**config.mk**
```make
export PLATFORM = sky130hd
export DESIGN_NAME = regfile_wr_serializer
export DESIGN_NICKNAME = d
export VERILOG_FILES = /design/src/rtl/regfile_wr_serializer.sv
export SDC_FILE = /design/constraint.sdc
export NUM_CORES = 1
export LEC_CHECK = 0
export CAP_MARGIN = 20
export CORE_MARGIN = 2
export CORE_UTILIZATION = 52
export CTS_BUF_LIST = sky130_fd_sc_hd__clkbuf_4 sky130_fd_sc_hd__clkbuf_8
export CTS_CLUSTER_SIZE = 10
export DETAILED_ROUTE_END_ITERATION = 7
export GPL_TIMING_DRIVEN = 1
export MAX_ROUTING_LAYER = met4
export PLACE_DENSITY = 0.77
export SYNTH_ARGS = -nofsm -noshare
export SYNTH_HDL_FRONTEND = slang
export SYNTH_SLANG_ARGS = --single-unit
```
**constraint.sdc**
```tcl
create_clock -name clk -period 4.02 [get_ports clk]
set_input_delay 0.804 -clock clk [delete_from_list [all_inputs] [get_ports clk]]
set_output_delay 0.804 -clock clk [all_outputs]
set_load 0.02 [all_outputs]
```
**src/rtl/regfile_wr_serializer.sv**
```systemverilog
// Two-lane commit write queue feeding the single write port of the register-file RAM.
// Optional same-cycle write-port bypass when the queue is empty: define REGFILE_WR_BYPASS_EN.
module regfile_wr_serializer #(
    parameter int WIDTH = 32,
    parameter int DEPTH = 4
) (
    input  logic                     clk,
    input  logic                     rst,
    input  logic                     w0_valid,
    input  logic [4:0]               w0_addr,
    input  logic [WIDTH-1:0]         w0_data,
    input  logic                     w1_valid,
    input  logic [4:0]               w1_addr,
    input  logic [WIDTH-1:0]         w1_data,
    output logic                     in_ready,
    output logic [4:0]               addrw,
    output logic [WIDTH-1:0]         din,
    output logic                     wea,
    input  logic [4:0]               pend_addr,
    output logic                     pend_hit,
    output logic [WIDTH-1:0]         pend_data,
    output logic [$clog2(DEPTH):0]   count
);
    localparam int PTR_W = $clog2(DEPTH);
    localparam int CNT_W = PTR_W + 1;
    localparam logic [CNT_W-1:0] READY_LIM = CNT_W'(DEPTH - 2);

    logic [PTR_W-1:0] r_head;
    logic [PTR_W-1:0] r_tail;
    logic [CNT_W-1:0] r_count;
    logic [4:0]       r_addr [DEPTH];
    logic [WIDTH-1:0] r_data [DEPTH];

    logic             w_ready;
    logic             w_acc;
    logic             w_v0;
    logic             w_v1;
    logic             w_byp;
    logic             w_pop;
    logic             w_sa_vld;
    logic [4:0]       w_sa_addr;
    logic [WIDTH-1:0] w_sa_data;
    logic             w_sb_vld;
    logic [4:0]       w_out_addr;
    logic [WIDTH-1:0] w_out_data;
    logic [CNT_W-1:0] w_pushes;
    logic [PTR_W-1:0] w_lk_idx;

    // Readiness ignores the same-cycle pop so it stays a pure register decode.
    assign w_ready = (r_count <= READY_LIM);
    assign w_acc   = w_ready && !rst;

    // r0 writes vanish; lane 0 is squashed when lane 1 overwrites the same register.
    assign w_v0 = w0_valid && (w0_addr != 5'd0) && !(w1_valid && (w1_addr == w0_addr));
    assign w_v1 = w1_valid && (w1_addr != 5'd0);

`ifdef REGFILE_WR_BYPASS_EN
    assign w_byp = w_acc && (r_count == '0) && (w_v0 || w_v1);
`else
    assign w_byp = 1'b0;
`endif

    always_comb begin
        w_sa_vld   = 1'b0;
        w_sa_addr  = w0_addr;
        w_sa_data  = w0_data;
        w_sb_vld   = 1'b0;
        w_out_addr = r_addr[r_head];
        w_out_data = r_data[r_head];
        if (w_byp) begin
            if (w_v0) begin
                w_out_addr = w0_addr;
                w_out_data = w0_data;
                if (w_v1) begin
                    w_sa_vld  = 1'b1;
                    w_sa_addr = w1_addr;
                    w_sa_data = w1_data;
                end
            end else begin
                w_out_addr = w1_addr;
                w_out_data = w1_data;
            end
        end else if (w_acc) begin
            if (w_v0) begin
                w_sa_vld = 1'b1;
                w_sb_vld = w_v1;
            end else if (w_v1) begin
                w_sa_vld  = 1'b1;
                w_sa_addr = w1_addr;
                w_sa_data = w1_data;
            end
        end
    end

    assign w_pop    = (r_count != '0) && !rst;
    assign w_pushes = CNT_W'(w_sa_vld) + CNT_W'(w_sb_vld);

    always_ff @(posedge clk) begin
        if (rst) begin
            r_head  <= '0;
            r_tail  <= '0;
            r_count <= '0;
        end else begin
            if (w_pop) begin
                r_head <= r_head + PTR_W'(1);
            end
            r_tail  <= r_tail + w_pushes[PTR_W-1:0];
            r_count <= r_count + w_pushes - CNT_W'(w_pop);
        end
    end

    // Slot B is always lane 1 at tail+1; it is only used when both lanes survive.
    always_ff @(posedge clk) begin
        if (w_sa_vld) begin
            r_addr[r_tail] <= w_sa_addr;
            r_data[r_tail] <= w_sa_data;
        end
        if (w_sb_vld) begin
            r_addr[r_tail + PTR_W'(1)] <= w1_addr;
            r_data[r_tail + PTR_W'(1)] <= w1_data;
        end
    end

    // Walk oldest to youngest so the last match (youngest) wins.
    always_comb begin
        pend_hit  = 1'b0;
        pend_data = '0;
        w_lk_idx  = r_head;
        for (int i = 0; i < DEPTH; i++) begin
            w_lk_idx = r_head + PTR_W'(i);
            if ((CNT_W'(i) < r_count) && (pend_addr != 5'd0) && (r_addr[w_lk_idx] == pend_addr)) begin
                pend_hit  = 1'b1;
                pend_data = r_data[w_lk_idx];
            end
        end
    end

    assign in_ready = w_ready;
    assign wea      = w_pop || w_byp;
    assign addrw    = w_out_addr;
    assign din      = w_out_data;
    assign count    = r_count;

endmodule

```
### After elaboration in Yosys (flattened, before gate mapping)

Memory sizes are Yosys's and may differ from the RTL's. A register that Yosys moved wholly into a read port is not among the register bits.
Cells that the tools add are included.

* reduce and logical (&&, ||, !) cells: 20
* mux-type cells: 27
* add/subtract/negate cells: 8
* eq/ne operators: 5
* magnitude comparators: 5

Operators by type and width (number)
* 32-bit two-way mux: 7
* 5-bit equality test: 5
* 5-bit two-way mux: 3
* 5-bit nonzero test: 3
* 1-bit logical AND: 14
* 1-bit two-way mux: 13
* 2-bit two-way mux: 4
* 1-bit by 3-bit < comparator with 1-bit output, first input constant: 2
* 2-bit by 3-bit < comparator with 1-bit output, first input constant: 2
* 2-bit by 1-bit adder with 2-bit output, second input constant: 2
* 2-bit adder, second input constant: 2
* 3-bit by 2-bit adder with 3-bit output: 1
* 3-bit by 2-bit <= comparator with 1-bit output, second input constant: 1
* 3-bit nonzero test: 1
* 3-bit by 1-bit subtractor with 3-bit output: 1
* 1-bit by 1-bit adder with 2-bit output: 1
* 2-bit adder: 1
* 1-bit logical NOT: 2

* memories kept: 2
* bits in registers: 7
* output and inout bits: 75
* bits of input ports: 83
* memory bits (writable): 148

Memory list
* r_data: depth 4, width 32, rd ports 4, clocked after memory_dff 1, wr ports 2, RTL line 32 `logic [WIDTH-1:0] r_data [DEPTH];`
* r_addr: depth 4, width 5, rd ports 4, clocked after memory_dff 1, wr ports 2, RTL line 31 `logic [4:0] r_addr [DEPTH];`

### Logic depth before layout (Yosys ltp)

Gate-level depths: netlist of the first run.

* depth after elaboration: 9
* gate-level depth with buffers: 16
* gate-level depth less buffers: 16

### Least setup slack after synthesis of the first run

OpenSTA, ideal clock, no wires.

* kind: input to register
* start: input port w0_addr[2]
* end: memory r_addr[2][0] (enable)
* arrival: 3.581 ns
* stages: 6
* setup time: 0.445 ns
* slack: -0.005 ns
* path through: xor2_1 > nor4_1 > a31oi_1 > nand2_1 > and2_1 > o22ai_1

RTL lines
* start, declared: RTL line 10 `input logic [4:0] w0_addr,`
* end, declared: RTL line 31

==> flow_metrics.tcl, run 1 <==
set metrics [dict create \
    syn_to_final_growth_pct 29.8 \
    fmax_mhz 245 \
    p_sw_frac 0.390 \
    htree_levels 4 \
    post_route_cells_drive_above_1_share 0.529 \
    yosys.area.top_type_share 0.382 \
    synth.distinct_cells 42 \
    setup_ws_ns -0.0598 \
    antenna_found_initial 1 \
    vias_per_cell 6.77 \
    fin_skew_ns 0.0113 \
    root_buffer "clkbuf_8" \
    synth_area_per_cell_um2 14.3 \
    cp-end-kind "output pin" \
    clk_latency_ns 0.48 \
    drcViolationCount 0 \
    ant_nets 0 \
    drtIter0Drc 933 \
    cts_tree "built" \
    synth_common_cells "156 x mux2_2, 148 x edfxtp_1, 132 x mux4_2" \
    pin_count 158 \
    die_y_um 154 \
    seq_power_share 0.264 \
    reg2reg_depth 16 \
    initial_utilization 0.531 \
    grt_pass1_vias 8658 \
    layout.nets 1102 \
    startpoint_type "register" \
    worst_pin_slew_ns 0.730 \
    yosysSeqAreaShare 0.398 \
    first_pass_iters 5 \
    p_per_area_mw_per_mm2 599 \
    wl_per_cell_um 25.9 \
    rsz0062_at_grt "yes" \
    cts_sinks 157 \
    maxCapViolCount 0 \
    port_buffers 157 \
    pre_cts_ws_ns -0.608 \
    finalCritPeriodShare 1.01 \
    synth_area_leader_cell "edfxtp_1" \
    gp_congestion 0.909 \
    core_mm2 0.0219 \
    synth_area_leaders "edfxtp_1 38%, mux4_2 26%, mux2_2 15%, a311oi_1 2.4%, nor2b_1 1.9%" \
    crit_type "reg2out" \
    holdCritPathClass "reg2reg" \
    hpwl_mm 20.4 \
    syn_inst 812 \
    gr-total-overflow 0 \
    combPwrFrac 0.604 \
    yosys_warnings 0 \
    synth_flop_cell "edfxtp_1" \
    ctsHoldBuffers 0 \
    final_util 0.689 \
    hold_violations 0 \
    core.rowCount 54 \
    status "finished with violations" \
    clk_path_buf_depth 2 \
    async_flop_share 0 \
    grt_pass1_wl_mm 49.8 \
    synth_area_mm2 0.0116 \
    routed_wirelength_mm 33.9 \
    syn-num-nets 901 \
    cp_max_fo 15 \
    die_area_mm2 0.0236 \
    min_period_ns 4.08 \
    cts_buffers 17 \
    p_leak_uw 0.00506 \
    setup_viol 12 \
    grt_max_degree 55 \
    violations "setup timing" \
    ys_seq_elements 157 \
    p_int_uw 5520 \
    hold_path_depth 2 \
    grt_usage 0.284 \
    switching_power_uw 3520 \
    max_slew_margin 0.513 \
    arrival_ns 3.28 \
    clock_power_share 0.131 \
    synthMostInstantiatedCell "mux2_2" \
    irDropWorstVdd_mv 0.480 \
    die_w_um 154 \
    vias 8854 \
    synth_edf_count 148 \
    cts.clk_slew.worst_paths_ns 0.10 \
    slew_viol_final 0 \
    critical_path_required_ns 3.22 \
]
-- flip-flops by register name (all words and copies together), names as in the netlist, named ones only --
register and count:
count 3, r_addr 20, r_data 128, r_head 2, r_tail 2
-- cells by family (layout without fill, tap and decap cells) --
family | count (synthesis) | after routing | share of synthesized area
DFF | 157 | 157 | 0.398
buffers and inverters | 112 | 325 | 0.0430
xor gates and xnor gates | 28 | 28 | 0.0211
adders and majority gates | 6 | 6 | 0.00711
and+or+nand+nor | 87 | 88 | 0.0423
other | 0 | 1 | 0
muxes | 300 | 300 | 0.417
AOI/OAI and AO/OA | 122 | 122 | 0.0714
-- layout make-up --
type	instances	area (um2)
inverter	36	135
antenna	1	2.50
timing repair buffer	257	2570
clock buffer	21	277
sequential	157	4630
multi-input combinational	544	7010
clock inverter	11	110
fill	1521	6800
tap	280	350
-- through the flow --
stage / setup TNS, ns / hold WS, ns / std cells / area (um2) / total power (uW)
after global placement: -16.61 / 0.624 / 1252 / 14000 / 7390
after floorplan: -0.200 / 0.557 / 812 / 11600 / 5820
after global routing: -2.50 / 0.720 / 1307 / 15100 / 9460
after detailed placement: -17.88 / 0.651 / 1252 / 14000 / 7480
after CTS: -0.282 / 0.678 / 1290 / 14400 / 8660
final: -0.263 / 0.672 / 1307 / 15100 / 9040
-- cell usage in the layout, fill, tap and decap left out, types with 5 or more instances in the layout --
cell type        Yosys  layout
clkbuf_8             0      19
buf_12               0      16
buf_4                3      90
edfxtp_1           148     148
mux2_2             156     155
nor2_1              19      17
xnor2_1             14      11
o22ai_1             35      23
clkdlybuf4s50_1      0     122
o21ai_0             34      24
a21oi_1              6       6
mux4_2             132     132
o21ai_1              0       9
clkinvlp_4           0       6
a311oi_2             0      30
ha_1                 5       5
nor2b_1             35      13
buf_6                6      14
dfxtp_1              9       5
nor2b_4              0      10
nor2b_2              0      12
mux2i_1             12      12
o22ai_2              0      10
buf_2               18       6
nand2_1              6       6
inv_1               36      35
xor2_1              14      14
-- metal layers --
layer / wire [um] / track usage / up-vias
li1: - / - / 3761
met1: 13000 / 0.364 / 4568
met2: 17600 / 0.473 / 461
met3: 2500 / 0.0451 / 64
met4: 799 / 0.0869 / 0
met5: 0 / - / -
-- power by group through the flow --
stage / Clock [uW] / Sequential (uW) / Combinational (uW)
after floorplan: 0 / 2310 / 3500
after global placement: 0 / 2410 / 4970
after detailed placement: 0 / 2430 / 5050
after CTS: 1200 / 2390 / 5070
after global routing: 1260 / 2420 / 5780
final: 1190 / 2390 / 5460
-- worst max-delay path, stage by stage, from the launching register on --
cell	delay (ns)
edfxtp_1	0.43
buf_4	0.16
mux4_2	0.47
xnor2_2	0.17
nand4_1	0.18
nor4_4	0.45
inv_2	0.13
buf_12	0.18
o21ai_0	0.26
o22ai_1	0.17
buf_2	0.18
-- worst paths after layout --
kind,start,end,slack [ns]
hold / removal,r_tail[1]$_SDFF_PP0_,r_tail[1]$_SDFF_PP0_,0.67
setup reg to reg,count[2]$_SDFF_PP0_,count[2]$_SDFF_PP0_,0.81
setup / recovery,r_addr[2][3]$_DFFE_PP_,pend_data[31],-0.06
hold reg to reg,r_tail[1]$_SDFF_PP0_,r_tail[1]$_SDFF_PP0_,0.67
-- timing repair --
| item | in CTS | in global routing |
|---|---|---|
| gates resized for setup | 134 | 142 |
| setup buffers | 4 | 13 |
| gates cloned | 2 | 3 |
| setup endpoints to repair | 33 | 33 |
| pin swaps | 9 | 47 |
Power figures use the tool's default switching activity.
==> run 2, diff against run 1 <==
--- a/config.mk
+++ b/config.mk
@@ -14,6 +14,7 @@
 export GPL_TIMING_DRIVEN = 1
 export MAX_ROUTING_LAYER = met4
 export PLACE_DENSITY = 0.77
+export SKIP_LAST_GASP = 1
 export SYNTH_ARGS = -nofsm -noshare
 export SYNTH_HDL_FRONTEND = slang
 export SYNTH_SLANG_ARGS = --single-unit
==> flow_metrics.tcl, run 2 (synthesized netlist as in run 1, its figures left out) <==
set metrics [dict create \
    setup_viol 1 \
    die_w_um 154 \
    hold_violations 0 \
    finalSetupTns_ns -0.0279 \
    setup_ws_ns -0.0279 \
    post_route_cells_drive_above_1_share 0.483 \
    die_area_mm2 0.0236 \
    slew_viol_final 0 \
    finalInstanceArea_mm2 0.0147 \
    grt_pass1_wl_mm 49.8 \
    cts_buffers 17 \
    layout.nets 1092 \
    grt_usage 0.284 \
    fillerInstances 1595 \
    cts.clk_slew.worst_paths_ns 0.09 \
    crit_type "in2out" \
    ant_nets 0 \
    reg2reg_depth 16 \
    pre_cts_ws_ns -0.608 \
    port_buffers 157 \
    critPathCapture "pend_data[10]" \
    gr-max-usage-layer "met2" \
    rsz0062_at_grt "yes" \
    syn_to_final_growth_pct 26.2 \
    startpoint_type "primary input" \
    hpwl_mm 20.4 \
    cp_max_fo 17 \
    vias 8687 \
    vias_per_cell 6.70 \
    cp-end-kind "output pin" \
    fmax_mhz 247 \
    worst_pin_slew_ns 0.863 \
    routed_wirelength_mm 32.4 \
    reg2reg_from "count[2]$_SDFF_PP0_" \
    first_pass_iters 5 \
    antenna_found_initial 1 \
    seqCellArea_mm2 0.00463 \
    violations "setup timing" \
    use_met3 0.0451 \
    drcViolationCount 0 \
    clk_latency_ns 0.47 \
    maxCapViolCount 0 \
    fin_skew_ns 0.0120 \
    irDropWorstVdd_mv 0.476 \
    placed_cell_area_mm2 0.0140 \
    initial_utilization 0.531 \
    holdCritPathClass "reg2reg" \
    status "finished with violations" \
    final.hold.worst_slack_ns 0.674 \
    htree_levels 4 \
    p_leak_uw 0.00488 \
    max_slew_margin 0.425 \
    cts_sinks 157 \
    core_mm2 0.0219 \
    clk_path_buf_depth 2 \
    finalCritPeriodShare 1.01 \
    p_per_area_mw_per_mm2 598 \
    grt_pass1_vias 8658 \
    multi_input_area_mm2 0.00676 \
    core.rowCount 54 \
    gr-total-overflow 0 \
    gp_congestion 0.909 \
    final_common_cell "mux2_2" \
    largest_register_ffs 128 \
    root_buffer "clkbuf_8" \
    grtUsageMet1 0.364 \
    arrival_ns 3.24 \
    critical_path_required_ns 3.22 \
    layout_common_cells "156 x mux2_2, 148 x edfxtp_1, 132 x mux4_2" \
    drtIter0Drc 800 \
    worstReg2RegEnd "count[2]$_SDFF_PP0_" \
    cts_tree "built" \
    pin_count 158 \
    rrSetupSlack_ns 0.82 \
    wl_per_cell_um 25.0 \
    grt_max_degree 55 \
    die_y_um 154 \
    min_period_ns 4.05 \
    regMostFlops "r_data" \
    use_met2 0.473 \
    startpoint "pend_addr[1]" \
]
## run 2: cell count changes in the layout (fill, tap and decap cells not counted), moves of 4 or more
cell | before | now
a311oi_1 | 2 | 19
nor2b_2 | 12 | 8
o22ai_2 | 10 | 4
o21ai_0 | 24 | 34
o22ai_1 | 23 | 29
nor2b_4 | 10 | 4
nor2b_1 | 13 | 23
o21ai_1 | 9 | 0
buf_6 | 14 | 7
a311oi_2 | 30 | 13
## run 2: area by class of cell
type | instances | share of cell area
Inverter | 36 | 0.00922
Clock buffer | 21 | 0.0189
Clock inverter | 11 | 0.00751
Tap cell | 280 | 0.0239
Multi-Input combinational cell | 544 | 0.461
Antenna cell | 1 | 0.000171
Timing Repair Buffer | 247 | 0.163
Sequential cell | 157 | 0.316
## run 2: what timing repair did
item                                   in CTS  in global routing
pin swaps                                   9                 21
setup buffers                               4                  5
cloned                                      2                  1
gates resized for setup                   132                 62
hold buffers                                0                  0
endpoints found under the hold margin       0                  0
setup endpoints to repair                  33                 33
## run 2: worst min path at each step
| stage | cells after the start | endpoint | startpoint | slack (ns) |
|---|---|---|---|---|
| floorplan | 2 | r_tail[1]$_SDFF_PP0_ | r_tail[1]$_SDFF_PP0_ | 0.56 |
| global placement | 2 | r_tail[1]$_SDFF_PP0_ | r_tail[1]$_SDFF_PP0_ | 0.62 |
| detailed placement | 2 | r_tail[1]$_SDFF_PP0_ | r_tail[1]$_SDFF_PP0_ | 0.65 |
| CTS | 2 | r_tail[1]$_SDFF_PP0_ | r_tail[1]$_SDFF_PP0_ | 0.68 |
| global route | 2 | r_tail[1]$_SDFF_PP0_ | r_tail[1]$_SDFF_PP0_ | 0.72 |
| finish | 2 | r_tail[1]$_SDFF_PP0_ | r_tail[1]$_SDFF_PP0_ | 0.67 |
## run 2: report_power, final
group          switching [uW]  internal [uW]
Sequential                263           2130
Clock                     645            542
Combinational            2480           2710
## run 2: metrics by stage
step,std cells,total power (uW),util
after global routing,1297,9220,0.670
after detailed placement,1252,7480,0.641
after CTS,1290,8660,0.657
after global placement,1252,7390,0.641
final,1297,8780,0.670
after floorplan,812,5820,-
## run 2: per-layer routing
metal  routed length, um  share of wire
met2               16900           0.52
met1               12400           0.38
met3                2350          0.072
met5                   0              0
met4                 714          0.022
## run 2: worst max-delay path: stages
cell	delay, ns
clkdlybuf4s50_1	0.43
or4_1	0.58
o2bb2ai_2	0.17
a2111oi_2	0.07
nand4_1	0.11
buf_6	0.13
buf_12	0.18
clkbuf_16	0.19
nor2b_1	0.05
a311oi_1	0.20
o22ai_1	0.14
buf_4	0.17
==> run 3, diff against run 2 <==
--- a/config.mk
+++ b/config.mk
@@ -14,6 +14,7 @@
 export GPL_TIMING_DRIVEN = 1
 export MAX_ROUTING_LAYER = met4
 export PLACE_DENSITY = 0.77
+export SKIP_CTS_REPAIR_TIMING = 1
 export SKIP_LAST_GASP = 1
 export SYNTH_ARGS = -nofsm -noshare
 export SYNTH_HDL_FRONTEND = slang
==> flow_metrics.tcl, run 3 (synthesized netlist as in run 1, its figures left out) <==
set metrics [dict create \
    status "finished with violations" \
    violations "setup timing" \
    clk_path_buf_depth 2 \
    fmax_mhz 243 \
    root_buffer "clkbuf_8" \
    syn_to_final_growth_pct 27.6 \
    finalPower_uw 8880 \
    p_per_area_mw_per_mm2 599 \
    gr-total-overflow 0 \
    irDropWorstVdd_mv 0.495 \
    grt_max_degree 55 \
    wl_per_cell_um 25.5 \
    die_y_um 154 \
    htree_levels 4 \
    worst_pin_slew_ns 0.858 \
    grt_pass1_wl_mm 48.8 \
    vias 8782 \
    core.rowCount 54 \
    clk_latency_ns 0.47 \
    final_common_cell "mux2_2" \
    critical_path_required_ns 3.22 \
    layout_common_cells "156 x mux2_2, 148 x edfxtp_1, 132 x mux4_2" \
    fillerInstances 1582 \
    die_area_mm2 0.0236 \
    max_slew_margin 0.428 \
    pre_cts_ws_ns -0.608 \
    gp_congestion 0.909 \
    grt_usage 0.278 \
    largest_register_ffs 128 \
    setup_viol 7 \
    cts.clk_slew.worst_paths_ns 0.09 \
    hpwl_mm 20.4 \
    post_route_cells_drive_above_1_share 0.490 \
    drcViolationCount 0 \
    regMostFlops "r_data" \
    first_pass_iters 5 \
    rsz0062_at_grt "yes" \
    ant_nets 0 \
    initial_utilization 0.531 \
    finalCritPeriodShare 1.02 \
    die_w_um 154 \
    crit_type "in2out" \
    final_util 0.677 \
    vias_per_cell 6.73 \
    arrival_ns 3.30 \
    final.hold.worst_slack_ns 0.675 \
    cts_buffers 17 \
    holdCritPathClass "reg2reg" \
    startpoint_type "primary input" \
    p_leak_uw 0.00503 \
    maxCapViolCount 0 \
    cp-end-kind "output pin" \
    setup_ws_ns -0.0882 \
    pin_count 158 \
    antenna_found_initial 1 \
    grt_pass1_vias 8516 \
    fin_skew_ns 0.0116 \
    layout.nets 1100 \
    cts_sinks 157 \
    hold_violations 0 \
    cp_max_fo 7 \
    routed_wirelength_mm 33.3 \
    finalSetupTns_ns -0.236 \
    min_period_ns 4.11 \
    drtIter0Drc 913 \
    cts_tree "built" \
    slew_viol_final 0 \
    port_buffers 157 \
    core_mm2 0.0219 \
]
[run 3: stage by stage]
stage | area, um2 | cells
floorplan | 11600 | 812
global placement | 14000 | 1252
detailed placement | 14000 | 1252
CTS | 14400 | 1284
global route | 14800 | 1305
finish | 14800 | 1305
[run 3: final cells by class]
class / count / area (um2) / area share
Multi-Input combinational cell: 544 / 6810 / 0.459
Clock inverter: 11 / 110 / 0.00743
Tap cell: 280 / 350 / 0.0236
Inverter: 36 / 135 / 0.00911
Timing Repair Buffer: 255 / 2500 / 0.169
Sequential cell: 157 / 4630 / 0.313
Clock buffer: 21 / 277 / 0.0186
Antenna cell: 1 / 2.50 / 0.000169
[run 3: per-layer routing]
metal | GRT usage | vias up | part of all wire
met3 | 0.0445 | 60 | 0.074
met4 | 0.0751 | 0 | 0.023
met1 | 0.356 | 4500 | 0.38
met5 | - | - | 0
met2 | 0.465 | 466 | 0.52
li1 | - | 3756 | -
[run 3: critical path, cell delays in order]
cell and delay (ns):
clkdlybuf4s50_1 0.41, or4_1 0.56, o2bb2ai_1 0.21, a2111oi_2 0.06, nand4_1 0.12, buf_6 0.15
buf_4 0.16, buf_6 0.18, buf_4 0.15, nor2b_4 0.04, a311oi_2 0.20, o22ai_2 0.12
buf_6 0.15
[run 3: report_power, final]
group	switching, uW	internal, uW
Sequential	253	2130
Combinational	2540	2760
Clock	651	542
[run 3: final timing paths]
path / startpoint / end / slack [ns] / cells after the start
max: pend_addr[1] / pend_data[1] / -0.09 / 13
min: r_tail[1]$_SDFF_PP0_ / r_tail[1]$_SDFF_PP0_ / 0.67 / 2
max reg2reg: count[2]$_SDFF_PP0_ / count[2]$_SDFF_PP0_ / 0.82 / 16
min reg2reg: r_tail[1]$_SDFF_PP0_ / r_tail[1]$_SDFF_PP0_ / 0.67 / 2
